<file path="config.mk">
export PLATFORM = sky130hd
export DESIGN_NAME = tmr_vote_monitor
export DESIGN_NICKNAME = d
export VERILOG_FILES = /design/src/rtl/tmr_vote_monitor.sv
export SDC_FILE = /design/constraint.sdc
export NUM_CORES = 1
export LEC_CHECK = 0
export ABC_CLOCK_PERIOD_IN_PS = 2600
export BUFFER_PORTS_ARGS = -buffer_cell sky130_fd_sc_hd__buf_4
export CORE_UTILIZATION = 55
export CTS_CLUSTER_DIAMETER = 100
export DETAILED_ROUTE_END_ITERATION = 8
export GPL_TIMING_DRIVEN = 1
export HOLD_SLACK_MARGIN = 0.05
export PLACE_DENSITY_LB_ADDON = 0.3
export RECOVER_POWER = 100
export SLEW_MARGIN = 30
export SYNTH_ARGS = -nofsm -noshare
export SYNTH_HDL_FRONTEND = slang
export SYNTH_SLANG_ARGS = --single-unit
</file>
<file path="constraint.sdc">
create_clock -name clk -period 2.6 [get_ports clk]
set_clock_uncertainty 0.15 [all_clocks]
set_input_delay 0.39 -clock clk [delete_from_list [all_inputs] [get_ports clk]]
set_output_delay 0.39 -clock clk [all_outputs]
set_load 0.005 [all_outputs]
</file>
<file path="src/rtl/tmr_vote_monitor.sv">
// tmr_vote_monitor: registered bitwise 2-of-3 voter for a triplicated datapath.
// It also counts disagreeing samples with a saturating counter and runs a
// per-replica OK/SUSPECT/FAILED tracker. A level clear request is acknowledged
// with a single-cycle pulse.
module tmr_vote_monitor #(
  parameter int WIDTH   = 13,
  parameter int CNT_W   = 8,
  parameter int PERSIST = 3
) (
  input  logic             clk,
  input  logic             rst_n,
  input  logic             in_valid,
  input  logic [WIDTH-1:0] rep_a,
  input  logic [WIDTH-1:0] rep_b,
  input  logic [WIDTH-1:0] rep_c,
  input  logic             clr_req,
  output logic             out_valid,
  output logic [WIDTH-1:0] y_voted,
  output logic             err_pulse,
  output logic             fault_a,
  output logic             fault_b,
  output logic             fault_c,
  output logic [CNT_W-1:0] err_count,
  output logic             clr_ack
);

  typedef enum logic [1:0] {ST_OK, ST_SUSPECT, ST_FAILED} rep_state_t;

  localparam logic [3:0]       PERSIST_L = 4'(PERSIST);
  localparam logic [CNT_W-1:0] CNT_ONE   = CNT_W'(1);

  logic [WIDTH-1:0] vote_comb;
  logic             disagree;
  logic [2:0]       mism;
  logic             accept;
  logic [2:0]       fault_vec;

  logic             out_valid_q, out_valid_d;
  logic [WIDTH-1:0] y_voted_q, y_voted_d;
  logic             err_pulse_q, err_pulse_d;
  logic [CNT_W-1:0] err_count_q, err_count_d;
  logic             clr_ack_q, clr_ack_d;
  // armed_q: clr_req has been seen low since the last accepted clear
  logic             armed_q, armed_d;

  // Unregistered vote and mismatch detection for the current sample
  always_comb begin
    vote_comb = (rep_a & rep_b) | (rep_a & rep_c) | (rep_b & rep_c);
    disagree  = in_valid && !((rep_a == rep_b) && (rep_b == rep_c));
    mism[0]   = in_valid && (rep_a != vote_comb);
    mism[1]   = in_valid && (rep_b != vote_comb);
    mism[2]   = in_valid && (rep_c != vote_comb);
    accept    = clr_req && !clr_ack_q && armed_q;
  end

  // Next-state for the voted output, error pulse, counter and clear handshake
  always_comb begin
    out_valid_d = in_valid;
    y_voted_d   = y_voted_q;
    err_pulse_d = disagree;
    err_count_d = err_count_q;
    clr_ack_d   = accept;
    armed_d     = armed_q;
    if (in_valid) begin
      y_voted_d = vote_comb;
    end
    // Clear takes priority over any count effect of the same-cycle sample
    if (accept) begin
      err_count_d = '0;
    end else if (disagree && !(&err_count_q)) begin
      err_count_d = err_count_q + CNT_ONE;
    end
    if (accept) begin
      armed_d = 1'b0;
    end else if (!clr_req) begin
      armed_d = 1'b1;
    end
  end

  // Datapath and handshake registers
  always_ff @(posedge clk or negedge rst_n) begin
    if (!rst_n) begin
      out_valid_q <= 1'b0;
      y_voted_q   <= '0;
      err_pulse_q <= 1'b0;
      err_count_q <= '0;
      clr_ack_q   <= 1'b0;
      armed_q     <= 1'b1;
    end else begin
      out_valid_q <= out_valid_d;
      y_voted_q   <= y_voted_d;
      err_pulse_q <= err_pulse_d;
      err_count_q <= err_count_d;
      clr_ack_q   <= clr_ack_d;
      armed_q     <= armed_d;
    end
  end

  // One persistence tracker per replica (0 = A, 1 = B, 2 = C)
  generate
    for (genvar gi = 0; gi < 3; gi++) begin : g_rep
      rep_state_t state_q, state_d;
      logic [3:0] pc_q, pc_d;
      logic [3:0] pc_inc;

      // Tracker next-state: escalate on mismatches, relax on a clean sample
      always_comb begin
        state_d = state_q;
        pc_d    = pc_q;
        pc_inc  = pc_q + 4'd1;
        if (accept) begin
          state_d = ST_OK;
          pc_d    = 4'd0;
        end else begin
          case (state_q)
            ST_OK: begin
              if (mism[gi]) begin
                pc_d    = 4'd1;
                state_d = (PERSIST_L == 4'd1) ? ST_FAILED : ST_SUSPECT;
              end
            end
            ST_SUSPECT: begin
              if (mism[gi]) begin
                pc_d = pc_inc;
                if (pc_inc >= PERSIST_L) begin
                  state_d = ST_FAILED;
                end
              end else if (in_valid) begin
                state_d = ST_OK;
                pc_d    = 4'd0;
              end
            end
            ST_FAILED: begin
              state_d = ST_FAILED;
            end
            default: begin
              state_d = ST_OK;
              pc_d    = 4'd0;
            end
          endcase
        end
      end

      // Tracker state register
      always_ff @(posedge clk or negedge rst_n) begin
        if (!rst_n) begin
          state_q <= ST_OK;
          pc_q    <= 4'd0;
        end else begin
          state_q <= state_d;
          pc_q    <= pc_d;
        end
      end

      assign fault_vec[gi] = (state_q == ST_FAILED);
    end
  endgenerate

  assign out_valid = out_valid_q;
  assign y_voted   = y_voted_q;
  assign err_pulse = err_pulse_q;
  assign err_count = err_count_q;
  assign clr_ack   = clr_ack_q;
  assign fault_a   = fault_vec[0];
  assign fault_b   = fault_vec[1];
  assign fault_c   = fault_vec[2];

endmodule
</file>
==> insert_results.sql <==
INSERT INTO impl_metrics (metric_group, metric, value, unit) VALUES
('cts', 'postCtsSetupBuffers', '0', ''),
('placement', 'routability_driven_placement_congestion_ratio', '0.864', ''),
('cts', 'clockRootBuffer', 'clkbuf_8', ''),
('sta', 'timing_max_transition_violations_final', '0', ''),
('detailed_routing', 'first_iter_violations', '245', ''),
('cts', 'max-clock-path-buffers', '2', ''),
('sta', 'timing.final.crit_share', '92.6', '%'),
('run', 'cap_viol_max_count', '0', ''),
('detailed_routing', 'routed_via_density', '6.17', ''),
('setup_path', 'reg2reg_to', 'g_rep[1].pc_q[2]', ''),
('logic_synthesis', 'synthDominantCellAreaShare', '32.3', '%'),
('detailed_routing', 'drcViolationCount', '0', ''),
('sta', 'worst_slack', '0.192', 'ns'),
('sta', 'setup_tns', '0', 'ns'),
('setup_path', 'cp_max_fo', '4', ''),
('logic_synthesis', 'ys.flop_type', 'dfrtp_1', ''),
('logic_synthesis', 'synth.net_count', '433', ''),
('logic_synthesis', 'yosys.cell_count.top_type', 'nor2_1', ''),
('setup_path', 'worst_setup_path_start_kind', 'primary input', ''),
('cts', 'tritoncts', 'built', ''),
('floorplanning', 'die_area', '6230', 'µm²'),
('logic_synthesis', 'ys_top_cells_by_area', 'dfrtp_1, ha_1, xnor2_1', ''),
('floorplanning', 'core-area', '5610', 'µm²'),
('grt', 'vias_in_the_first_global_route', '3019', ''),
('floorplanning', 'initial_utilization', '58.0', '%'),
('setup_path', 'worstSetupPathType', 'in -> reg', ''),
('logic_synthesis', 'synth-warning-count', '0', ''),
('cts', 'post_cts.resized_instances', '0', ''),
('logic_synthesis', 'postSynth.asyncResetShare', '100', '%'),
('logic_synthesis', 'ys_types', '47', ''),
('setup_path', 'cp.arrival', '2.52', 'ns'),
('hold_path', 'hold_path_depth', '2', ''),
('hold_path', 'hp-start', 'clr_req', ''),
('logic_synthesis', 'syn_inst', '357', ''),
('hold_path', 'min_delay_worst_type', 'in -> reg', ''),
('placement', 'placedCellCount', '498', ''),
('floorplanning', 'floorplan.rows', '27', ''),
('grt', 'gr-total-overflow', '0', ''),
('power_and_ir_drop', 'vdd.ir_drop.worst', '0.000504', 'V'),
('setup_path', 'crit_path_end_kind', 'register', ''),
('layout', 'area_growth_syn_to_layout', '21.3', '%'),
('layout', 'final_layout_size_suffix_gt1_share', '21.8', '%'),
('cts', 'cts_hold_repair.buffers', '1', ''),
('placement', 'io_buffer_count', '69', ''),
('power_and_ir_drop', 'power-per-cell-area', '546', 'nW/µm²'),
('floorplanning', 'chipWidth', '78.9', 'µm'),
('floorplanning', 'die_height', '78.9', 'µm'),
('hold_path', 'hold-path-endpoint', 'armed_q', ''),
('status', 'run_status', 'completed', ''),
('logic_synthesis', 'top_cell_types_by_occurrence_after_synthesis', 'nor2_1, dfrtp_1, ha_1', ''),
('logic_synthesis', 'synth.largest_area_cell', 'dfrtp_1', ''),
('cts', 'cts.reportedPaths.clkPinSlew', '0.10', 'ns'),
('detailed_routing', 'first_pass_iters', '4', ''),
('detailed_routing', 'dr_total_vias', '3130', ''),
('placement', 'preCtsSetupSlack', '0.00140', 'ns'),
('detailed_routing', 'finalWirelength', '8270', 'µm'),
('sta', 'slew_headroom', '27.9', '%'),
('cts', 'tritoncts.num_buffers', '5', ''),
('logic_synthesis', 'synth.avg_cell_area', '9.11', 'µm²'),
('detailed_routing', 'detailroute.wirelength.met3', '487', 'µm'),
('placement', 'place.detailed.hpwl', '6330', 'µm'),
('layout', 'layout.nets', '510', ''),
('detailed_routing', 'drt-met1-wl', '3720', 'µm'),
('floorplanning', 'ios', '70', ''),
('detailed_routing', 'maxUsedRoutingLayer', 'met4', ''),
('setup_path', 'worst_setup_path_startpoint', 'rep_b[8]', ''),
('sta', 'rsz0062_at_grt', 'false', ''),
('logic_synthesis', 'synth_sequential_area_ratio', '33.1', '%'),
('grt', 'antenna_found_initial', '0', ''),
('layout', 'final_cell_count_no_fill', '507', ''),
('sta', 'timing_worst_slew_pin_value', '1.08', 'ns');
[cell families after synthesis]
logic type | share of synthesized area, %
and+or+nand+nor | 26.5
AOI/OAI and AO/OA | 18.6
xor gates and xnor gates | 6.73
adders and majority gates | 12.7
muxes | 0.308
DFF | 33.1
buffers and inverters | 2.08
[worst max-delay path, cell delays in order]
cell and delay (ns):
buf_4 0.13, ha_1 0.24, a211oi_1 0.38, xnor2_1 0.14, nor4_2 0.47, nand4_2 0.24, a2111oi_2 0.41, a21o_1 0.12
[stage by stage]
stage / hold WS [ns] / cell area (µm²) / utilization (%)
2_1_floorplan: -0.0556 / 3250 / -
3_3_place_gp: 0.270 / 3880 / 69.3
3_5_place_dp: 0.274 / 3880 / 69.3
4_1_cts: 0.0543 / 4010 / 71.4
5_1_grt: 0.0512 / 3950 / 70.3
6_report: 0.0528 / 3950 / 70.3
[final cells by class]
cell class,instances,area [µm²]
multi-input cells,296,2080
clock inverters,3,43.8
well taps,72,90.1
flip-flops and latches,43,1080
repair buffers,76,537
clock buffers,5,68.8
inverters,12,45.0
fillers,478,1660
[power by group]
part	leakage [µW]	internal (µW)	switching, µW
registers	0.000534	773	126
clock network	0.0000581	286	260
logic	0.00110	333	373
total	0.00169	1390	760
[sequential cells by signal (all words and copies together) (netlist names)]
| register | count |
|---|---|
| g_rep.pc_q | 12 |
| err_pulse | 1 |
| out_valid | 1 |
| err_count | 8 |
| armed_q | 1 |
| y_voted | 13 |
| clr_ack | 1 |
| g_rep.state_q | 6 |
[layer usage]
metal | vias to the layer above | GRT usage [%]
met1 | 1496 | 37.7
met2 | 94 | 48.8
met3 | 14 | 6.09
met5 | - | 0
met4 | 0 | 8.73
li1 | 1526 | -
[worst max-delay path by stage]
stage                       endpoint
CTS                 g_rep[1].pc_q[1]
detailed placement  g_rep[1].pc_q[1]
finish              g_rep[1].pc_q[1]
global placement    g_rep[1].pc_q[1]
floorplan           g_rep[1].pc_q[1]
global route        g_rep[1].pc_q[1]
[placed cells by master (no fill, tap or decap), types with 9 or more instances in the layout]
cell and count:
dfrtp_1 42, or4b_1 9, or4b_2 11, a211oi_1 13
clkbuf_4 26, xnor2_1 21, ha_1 33, a21oi_1 25
nor4_1 12, nand3_1 12, buf_4 39, inv_1 12
nand2_1 12, nor3_1 10, nor2_1 46, clkbuf_1 9
o21ai_0 23
No activity file was read; power rests on OpenSTA's default activity.
